<file path="src/rtl/one_hot_pkg.sv">
// Shared types and helpers for the one-hot decoder: default widths, word
// classification and lowest-set-bit search usable by any one-hot consumer.
package one_hot_pkg;

  localparam int unsigned DEF_BIN_W     = 4;
  localparam int unsigned DEF_ONE_HOT_W = 16;
  localparam int unsigned DEF_ERR_CNT_W = 8;

  // Helpers take a zero-extended word so one definition serves every width.
  localparam int unsigned OH_MAX_W = 256;

  typedef enum logic [1:0] {
    OH_ZERO,
    OH_ONE,
    OH_MULTI
  } oh_class_e;

  typedef enum logic {
    ST_EMPTY,
    ST_FULL
  } state_e;

  function automatic int lowest_set_idx(input logic [OH_MAX_W-1:0] word);
    int idx;
    idx = 0;
    for (int i = OH_MAX_W - 1; i >= 0; i--) begin
      if (word[i]) idx = i;
    end
    return idx;
  endfunction

  // Zero / one / many detection only; a full popcount is never needed.
  function automatic oh_class_e onehot_class(input logic [OH_MAX_W-1:0] word);
    logic seen;
    logic multi;
    seen  = 1'b0;
    multi = 1'b0;
    for (int i = 0; i < OH_MAX_W; i++) begin
      multi = multi | (seen & word[i]);
      seen  = seen | word[i];
    end
    if (!seen) return OH_ZERO;
    if (multi) return OH_MULTI;
    return OH_ONE;
  endfunction

endpackage

</file>
<file path="src/rtl/one_hot_chk.sv">
// Combinational one-hot checker: lowest set bit index plus a flag raised
// when the word does not have exactly one bit set.
module one_hot_chk
  import one_hot_pkg::*;
#(
  parameter int unsigned BIN_W     = DEF_BIN_W,
  parameter int unsigned ONE_HOT_W = DEF_ONE_HOT_W
) (
  input  logic [ONE_HOT_W-1:0] one_hot_i,
  output logic [BIN_W-1:0]     idx_o,
  output logic                 err_o
);

  if (ONE_HOT_W > OH_MAX_W) begin : g_width_chk
    $error("one_hot_chk: ONE_HOT_W exceeds helper width OH_MAX_W");
  end

  logic [OH_MAX_W-1:0] word_ext;
  oh_class_e           word_cls;

  always_comb begin
    word_ext = OH_MAX_W'(one_hot_i);
    word_cls = onehot_class(word_ext);
    idx_o    = BIN_W'(lowest_set_idx(word_ext));
    err_o    = (word_cls != OH_ONE);
  end

endmodule

</file>
<file path="src/rtl/one_hot_dec.sv">
// Streaming one-hot to binary decoder with a single full-throughput output
// register and a saturating count of malformed words.
module one_hot_dec
  import one_hot_pkg::*;
#(
  parameter int unsigned BIN_W     = DEF_BIN_W,
  parameter int unsigned ONE_HOT_W = DEF_ONE_HOT_W,
  parameter int unsigned ERR_CNT_W = DEF_ERR_CNT_W
) (
  input  logic                 clk,
  input  logic                 reset_n,
  input  logic [ONE_HOT_W-1:0] one_hot_i,
  input  logic                 valid_i,
  output logic                 ready_o,
  output logic [BIN_W-1:0]     bin_o,
  output logic                 err_o,
  output logic                 valid_o,
  input  logic                 ready_i,
  output logic [ERR_CNT_W-1:0] err_cnt_o,
  input  logic                 clr_cnt_i
);

  if (ONE_HOT_W != 2 ** BIN_W) begin : g_param_chk
    $error("one_hot_dec: ONE_HOT_W must equal 2**BIN_W");
  end

  localparam logic [ERR_CNT_W-1:0] CNT_MAX = '1;

  state_e               state_q, state_d;
  logic [BIN_W-1:0]     bin_q, bin_d;
  logic                 err_q, err_d;
  logic [ERR_CNT_W-1:0] cnt_q, cnt_d;

  logic [BIN_W-1:0]     chk_idx;
  logic                 chk_err;
  logic                 accept;
  logic                 xfer;

  one_hot_chk #(
    .BIN_W    (BIN_W),
    .ONE_HOT_W(ONE_HOT_W)
  ) u_chk (
    .one_hot_i(one_hot_i),
    .idx_o    (chk_idx),
    .err_o    (chk_err)
  );

  assign valid_o   = (state_q == ST_FULL);
  assign ready_o   = !valid_o || ready_i;
  assign accept    = valid_i && ready_o;
  assign xfer      = valid_o && ready_i;
  assign bin_o     = bin_q;
  assign err_o     = err_q;
  assign err_cnt_o = cnt_q;

  always_comb begin
    // NOTE: every signal gets a hold value first so no path infers a latch.
    state_d = state_q;
    bin_d   = bin_q;
    err_d   = err_q;
    cnt_d   = cnt_q;

    case (state_q)
      ST_EMPTY: if (accept)          state_d = ST_FULL;
      ST_FULL:  if (xfer && !accept) state_d = ST_EMPTY;
      default:                       state_d = ST_EMPTY;
    endcase

    // Checker outputs are only looked at on accept, so garbage on an idle
    // input never reaches state.
    if (accept) begin
      bin_d = chk_idx;
      err_d = chk_err;
    end

    if (clr_cnt_i) begin
      cnt_d = '0;
    end else if (accept && chk_err && cnt_q != CNT_MAX) begin
      cnt_d = cnt_q + 1'b1;
    end
  end

  // NOTE: the data register is reset too, so bin_o/err_o read zero out of
  // reset rather than whatever powered up.
  always_ff @(posedge clk or negedge reset_n) begin
    if (!reset_n) begin
      state_q <= ST_EMPTY;
      bin_q   <= '0;
      err_q   <= 1'b0;
      cnt_q   <= '0;
    end else begin
      // NOTE: non-blocking assignments so all registers update from the
      // same pre-edge values.
      state_q <= state_d;
      bin_q   <= bin_d;
      err_q   <= err_d;
      cnt_q   <= cnt_d;
    end
  end

endmodule

</file>
<file path="config.mk">
export PLATFORM = sky130hd
export DESIGN_NAME = one_hot_dec
export DESIGN_NICKNAME = d
export VERILOG_FILES = /design/src/rtl/one_hot_pkg.sv /design/src/rtl/one_hot_chk.sv /design/src/rtl/one_hot_dec.sv
export SDC_FILE = /design/constraint.sdc
export NUM_CORES = 1
export LEC_CHECK = 0
export ABC_AREA = 1
export CAP_MARGIN = 20
export CORE_MARGIN = 2
export CORE_UTILIZATION = 49
export CTS_CLUSTER_SIZE = 40
export DETAILED_ROUTE_END_ITERATION = 12
export PLACE_DENSITY = 0.86
export SYNTH_ARGS = -nofsm -noshare
export SYNTH_HDL_FRONTEND = slang
export SYNTH_HIERARCHICAL = 1
export SYNTH_SLANG_ARGS = --single-unit
</file>
<file path="constraint.sdc">
create_clock -name clk -period 4 [get_ports clk]
set_input_delay 0.4 -clock clk [delete_from_list [all_inputs] [get_ports clk]]
set_output_delay 0.4 -clock clk [all_outputs]
set_load 0.1 [all_outputs]
</file>
==> results of run 1 <==
worst max-delay path, cell delays in order:
cell             delay (ns)
clkdlybuf4s50_1        0.45
inv_1                  0.04
nand2_2                0.09
clkdlybuf4s50_1        1.14
synth_stat cells, types with 2 or more instances:
cell / count
nand2_1: 62
inv_1: 26
nor2_1: 16
dfrtp_1: 14
nand3_1: 13
a21oi_1: 7
nand2_2: 6
o21ai_0: 6
inv_2: 3
nor2_2: 3
nor3_1: 2
nor3_4: 2
o21ai_2: 2
o21bai_1: 2
stage by stage:
| step | total power, mW | hold WS, ns | setup slack (ns) | util [%] |
|---|---|---|---|---|
| 3_3_place_gp | 0.306 | 0.464 | 1.49 | 67.9 |
| 4_1_cts | 0.389 | 0.494 | 1.47 | 68.9 |
| 2_1_floorplan | 0.257 | 0.104 | 1.79 | - |
| 6_report | 0.388 | 0.491 | 1.47 | 68.9 |
| 3_5_place_dp | 0.309 | 0.472 | 1.38 | 67.9 |
| 5_1_grt | 0.404 | 0.526 | 1.42 | 68.9 |
metal layers:
layer	wire length (um)	up-vias
met4	29	0
met5	0	-
met1	1200	539
li1	-	631
met2	1360	31
met3	116	4
cells in the final DEF, fill, tap and decap left out:
| master | Yosys | layout |
|---|---|---|
| nor3_4 | 2 | 2 |
| nand2_2 | 6 | 6 |
| nor3_1 | 2 | 2 |
| a211oi_1 | 1 | 1 |
| inv_2 | 3 | 3 |
| nor2_4 | 1 | 1 |
| a31oi_1 | 1 | 1 |
| nand2_1 | 62 | 62 |
| ha_1 | 1 | 1 |
| o21bai_1 | 2 | 2 |
| o21ai_0 | 6 | 6 |
| clkdlybuf4s50_1 | 0 | 35 |
| nand4_1 | 1 | 1 |
| nor4_1 | 1 | 1 |
| nor2_2 | 3 | 3 |
| nor3_2 | 1 | 1 |
| o22ai_1 | 1 | 1 |
| or2_2 | 1 | 1 |
| nor2_1 | 16 | 16 |
| nand3_1 | 13 | 13 |
| inv_1 | 26 | 26 |
| clkbuf_4 | 1 | 3 |
| o21ai_2 | 2 | 2 |
| dfrtp_1 | 14 | 14 |
| a21boi_0 | 1 | 1 |
| a21oi_1 | 7 | 7 |
| o21ai_1 | 1 | 1 |
| nand3b_1 | 1 | 1 |
| nand2_4 | 1 | 1 |
cells by family after synthesis:
logic type,count (synthesis)
AND/OR/NAND/NOR,111
buffers and inverters,31
AO/OA/AOI/OAI,22
flip-flops,14
adder cells (fa/ha/maj),1
how the worst max path moves through the flow:
| stage | slack (ns) | cells past startpoint | to |
|---|---|---|---|
| after floorplan | 1.79 | 8 | err_cnt_o[7] |
| after global placement | 1.49 | 4 | ready_o |
| after detailed placement | 1.38 | 17 | err_cnt_o[0] |
| after CTS | 1.47 | 4 | ready_o |
| after global routing | 1.42 | 17 | err_cnt_o[4] |
| final | 1.47 | 4 | ready_o |
state kept, by name, indices dropped and copies added (netlist names):
| name | cells |
|---|---|
| valid_o | 1 |
| err_o | 1 |
| bin_o | 4 |
| err_cnt_o | 8 |
layout make-up:
| type | count | area (um^2) | share of cell area [%] |
|---|---|---|---|
| inverter | 29 | 109 | 7.14 |
| tap | 28 | 35.0 | 2.30 |
| clock buffer | 3 | 22.5 | 1.48 |
| timing repair buffer | 35 | 350 | 23.0 |
| multi-input combinational | 134 | 658 | 43.2 |
| sequential | 14 | 350 | 23.0 |
power breakdown:
part           internal (mW)  total [mW]  switching (mW)
logic                 0.0458       0.151           0.105
clock network         0.0350      0.0818          0.0468
registers              0.149       0.156         0.00673
total                  0.230       0.388           0.158
==> flow_summary.yaml, run 1 <==
status:
  status: "finished, final reports clean"
hold_path:
  worstHoldStart: "bin_o[3]"
  min_path_type: "flop to flop"
  hold-path-cell-count: 2
  whs_endpoint: "bin_o[3]"
yosys:
  yosysUniqueCellTypes: 29
  syn-cell-area_um2: 1140
  synth_top_flop_cell: "dfrtp_1"
  synth_xor_area_share_pct: 0
  synth_edf_count: 0
  synth_top_family_by_area: "simple AND/OR/NAND/NOR gates"
  syn_area_per_cell_um2: 6.35
  synth_top_area_share_pct: 30.8
  synth.area.mux_share_pct: 0
  yosys.area.top_type: "dfrtp_1"
  synthSimpleGateAreaFrac_pct: 45.4
  synth_compound_area_share_pct: 11.5
  synthAdderAreaFrac_pct: 1.10
  synth_fp_nets: 201
  syn_inst: 179
  yosys-top-cells-area: "dfrtp_1, nand2_1, inv_1"
  async_flop_share_pct: 100
  ys_seq_area_share_pct: 30.8
  yosysWarnings: 6
  ys_ff_latch: 14
drt:
  finalWirelength_um: 2710
  vias: 1205
  via_per_inst: 4.96
  antenna_left: 0
  drc_errors: 0
  dr.pass1.iters: 4
  wl_per_cell_um: 11.1
  drt_iter0_markers: 30
die:
  fp-row-count: 17
  die_h_um: 52.2
  ios: 36
  start_util_pct: 51.4
  dieArea_um2: 2720
  coreArea_um2: 2210
  fp.dieW_um: 52.2
sta:
  setup_viol: 0
  hold_viol: 0
  setup_tns_ns: 0
  slew_headroom_pct: 34.7
  rsz0062_at_grt: "no"
  fin_crit_sh_pct: 63.2
  fmax_mhz: 396
  tightest_slew_ns: 0.976
  period_needed_ns: 2.53
  finalClockSkew_ns: 0.00384
  slew_viol_final: 0
critical_path:
  reg2reg_depth: 8
  setup.worst_path.start: "ready_i"
  cp-end-kind: "output port"
  reg2reg_slack_ns: 2.45
  crit_type: "input pin to output port"
  worstPathArrival_ns: 2.13
  worstReg2RegStart: "err_cnt_o[0]"
  worst_setup_path_start_kind: "input pin"
  critPathRequiredTime_ns: 3.60
  r2r-end: "err_cnt_o[0]"
  path_max_fanout: 3
global_routing:
  grt_start_max_net_pins: 15
  grt_pass1_wl_um: 4520
  use_met2_pct: 40.1
  grt_usage_pct: 21.8
  grt_pass1_vias: 1083
  grt-ovfl-total: 0
  grt_use_met1_pct: 26.5
  use_met3_pct: 4.31
  top_usage_layer: "met2"
  antenna_found_initial: 0
clocking:
  cts.clk_slew.worst_paths_ns: 0.09
  cts-root-buf: "clkbuf_4"
  cts_buffers: 3
  clock_latency_ns: 0.28
  clock_path_buffers: 2
  cts_tree: "built"
  cts_sinks: 14
  htree_levels: 1
  hold_buffers: 0
  post_cts_resized: 0
  cts_setup_buffers: 0
final_layout:
  stdcell_area_um2: 1530
  stdcell_count: 243
  drive_gt1_share_pct: 10.7
  area_delta_synth_final_pct: 34.3
  fillerInstances: 198
  nets: 239
  antenna_cells: 0
placed_design:
  dp_hpwl_um: 2190
  placed_area_um2: 1500
  dp_cells: 240
  io_buffers: 35
  gp_congestion: 0.845
pwr:
  pwr_density_cell_nw_per_um2: 254
  p_leak_nw: 0.746
  ir_drop_mv: 0.187
run:
  drv_cap: 0
No activity file was read; power rests on OpenSTA's default activity.
==> run 2: changes to the inputs <==
--- a/config.mk
+++ b/config.mk
@@ -8,10 +8,10 @@
 export ABC_AREA = 1
 export CAP_MARGIN = 20
 export CORE_MARGIN = 2
-export CORE_UTILIZATION = 49
+export CORE_UTILIZATION = 41
 export CTS_CLUSTER_SIZE = 40
 export DETAILED_ROUTE_END_ITERATION = 12
-export PLACE_DENSITY = 0.86
+export PLACE_DENSITY = 0.77
 export SYNTH_ARGS = -nofsm -noshare
 export SYNTH_HDL_FRONTEND = slang
 export SYNTH_HIERARCHICAL = 1
==> constraint.sdc (replaced) <==
create_clock -name clk -period 2.1 [get_ports clk]
set_input_delay 0.21 -clock clk [delete_from_list [all_inputs] [get_ports clk]]
set_output_delay 0.21 -clock clk [all_outputs]
set_load 0.1 [all_outputs]
==> run 2 against run 1 <==
Against the previous run:
- critical path depth rose by 9
- combinational power rose by 110%
- first-iteration DRC count down 30%
- core utilization down 5.5 points
- die area is 18% higher
- total power rose by 110%
- flip-flop and latch count unchanged
- sequential power rose by 90%
- critical path type is now input pin to flop
==> flow_summary.yaml, run 2 (synthesized netlist as in run 1, its figures left out) <==
final_layout:
  area_delta_synth_final_pct: 50.0
  largest_register_ff_count: 8
  final_cell_mix: "nand2_1, buf_4, inv_1"
  stdcell_area_um2: 1700
  antenna_cells: 0
  layout_commonest_cell: "nand2_1"
  fillerInstances: 246
  drive_gt1_share_pct: 27.1
  nets: 259
  fin_util_pct: 63.4
  stdcell_count: 267
die:
  fp.dieW_um: 56.6
  ios: 36
  die_h_um: 56.6
  dieArea_um2: 3210
  start_util_pct: 42.3
  fp-row-count: 19
  coreArea_um2: 2690
critical_path:
  cp-end-kind: "flop"
  worstReg2RegStart: "err_cnt_o[0]"
  critical_path.top_delay_family: "buffers and inverters"
  crit_type: "input pin to flop"
  slowest_stage: "clkdlybuf4s50_1"
  worstPathArrival_ns: 2.08
  reg2reg_slack_ns: 0.64
  cpPeakStageDelay_ns: 0.56
  path_cells: "clkdlybuf4s50_1 > nor3_4 > buf_4 > or2_2 > a21oi_1 > nor3_2 > nand2_1 > inv_2 > nor2_4 > nand2_2 > buf_12 > nand3_1 > o21ai_2"
  critPathRequiredTime_ns: 2.28
  worst_setup_path_start_kind: "input pin"
  path_buf_inv: 4
  path_max_fanout: 10
  setup.worst_path.start: "one_hot_i[5]"
global_routing:
  grt_usage_pct: 18.8
  grt_pass1_wl_um: 4890
  antenna_found_initial: 0
  grt_pass1_vias: 1160
  grt_start_max_net_pins: 15
  grt-ovfl-total: 0
clocking:
  htree_levels: 1
  cts.clk_slew.worst_paths_ns: 0.09
  cts-root-buf: "clkbuf_4"
  cts_buffers: 3
  cts_tree: "built"
  cts_sinks: 14
  clock_latency_ns: 0.28
  clock_path_buffers: 2
sta:
  period_needed_ns: 1.90
  hold_viol: 0
  finalClockSkew_ns: 0.00437
  setup_tns_ns: 0
  tightest_slew_ns: 0.652
  slew_viol_final: 0
  layout_setup_ws_ns: 0.198
  slew_headroom_pct: 56.4
  setup_viol: 0
  fmax_mhz: 526
  fin_crit_sh_pct: 90.6
  hold_ws_ns: 0.316
  rsz0062_at_grt: "no"
placed_design:
  io_buffers: 35
  gp_congestion: 0.920
  dp_hpwl_um: 2240
  pre_cts_slack_ns: -0.240
  placed_area_um2: 1640
  dp_cells: 262
drt:
  antenna_left: 0
  m1WireLength_um: 1380
  dr.pass1.iters: 4
  wl_met3_um: 122
  drt_iter0_markers: 21
  wl_per_cell_um: 10.4
  top_layer: "met3"
  route.met2.wl_um: 1290
  finalWirelength_um: 2790
  vias: 1261
  drc_errors: 0
  via_per_inst: 4.72
pwr:
  finalPower_mw: 0.812
  ir_drop_mv: 0.426
  sequentialPowerShare_pct: 36.4
  pwr_density_cell_nw_per_um2: 476
  p_int_mw: 0.496
  p_sw_mw: 0.316
  p_clk_share_pct: 24.9
  p_leak_nw: 0.920
  p_sw_share_pct: 38.9
  p_comb_share_pct: 38.7
hold_path:
  min_path_type: "input pin to async pin"
status:
  status: "finished, final reports clean"
run:
  drv_cap: 0
run 2: final timing paths:
check	to	cells after the start
max in group asynchronous	valid_o	1
max reg2reg	err_cnt_o[5]	8
max	err_cnt_o[5]	13
min in group clk	bin_o[0]	5
min reg2reg	bin_o[0]	2
min	err_cnt_o[6]	1
run 2: timing repair:
item                                    4_1_cts  5_1_grt
endpoints found under the setup margin        0        8
resized for setup                             0        9
endpoints found under the hold margin         0        0
hold buffers                                  0        0
setup buffers                                 0        1
run 2: layout make-up:
cell class / count / area, um^2 / share of cell area, %
Inverter: 29 / 109 / 6.39
Sequential cell: 14 / 352 / 20.6
Tap cell: 31 / 38.8 / 2.28
Multi-Input combinational cell: 134 / 671 / 39.4
Timing Repair Buffer: 55 / 498 / 29.2
Clock buffer: 4 / 36.3 / 2.13
run 2: worst reg2reg max path, cell delays in order, from the launching register on:
cell and delay (ns):
dfrtp_1 0.43, ha_1 0.25, nand2_2 0.10, nor2_2 0.04
nand2_1 0.13, nand2_2 0.10, buf_12 0.15, nand3_1 0.08
o21ai_2 0.06
run 2: power groups by stage:
stage	registers (mW)	clock network, mW	logic (mW)
2_1_floorplan	0.404	0	0.0850
3_3_place_gp	0.301	0	0.310
4_1_cts	0.296	0.209	0.315
5_1_grt	0.298	0.224	0.336
6_report	0.296	0.202	0.314
3_5_place_dp	0.301	0	0.313
run 2: layer usage:
metal | GRT usage [%] | vias up
li1 | - | 678
met1 | 26.9 | 556
met2 | 30.2 | 27
met3 | 3.46 | 0
met4 | 2.72 | 0
met5 | 0 | -
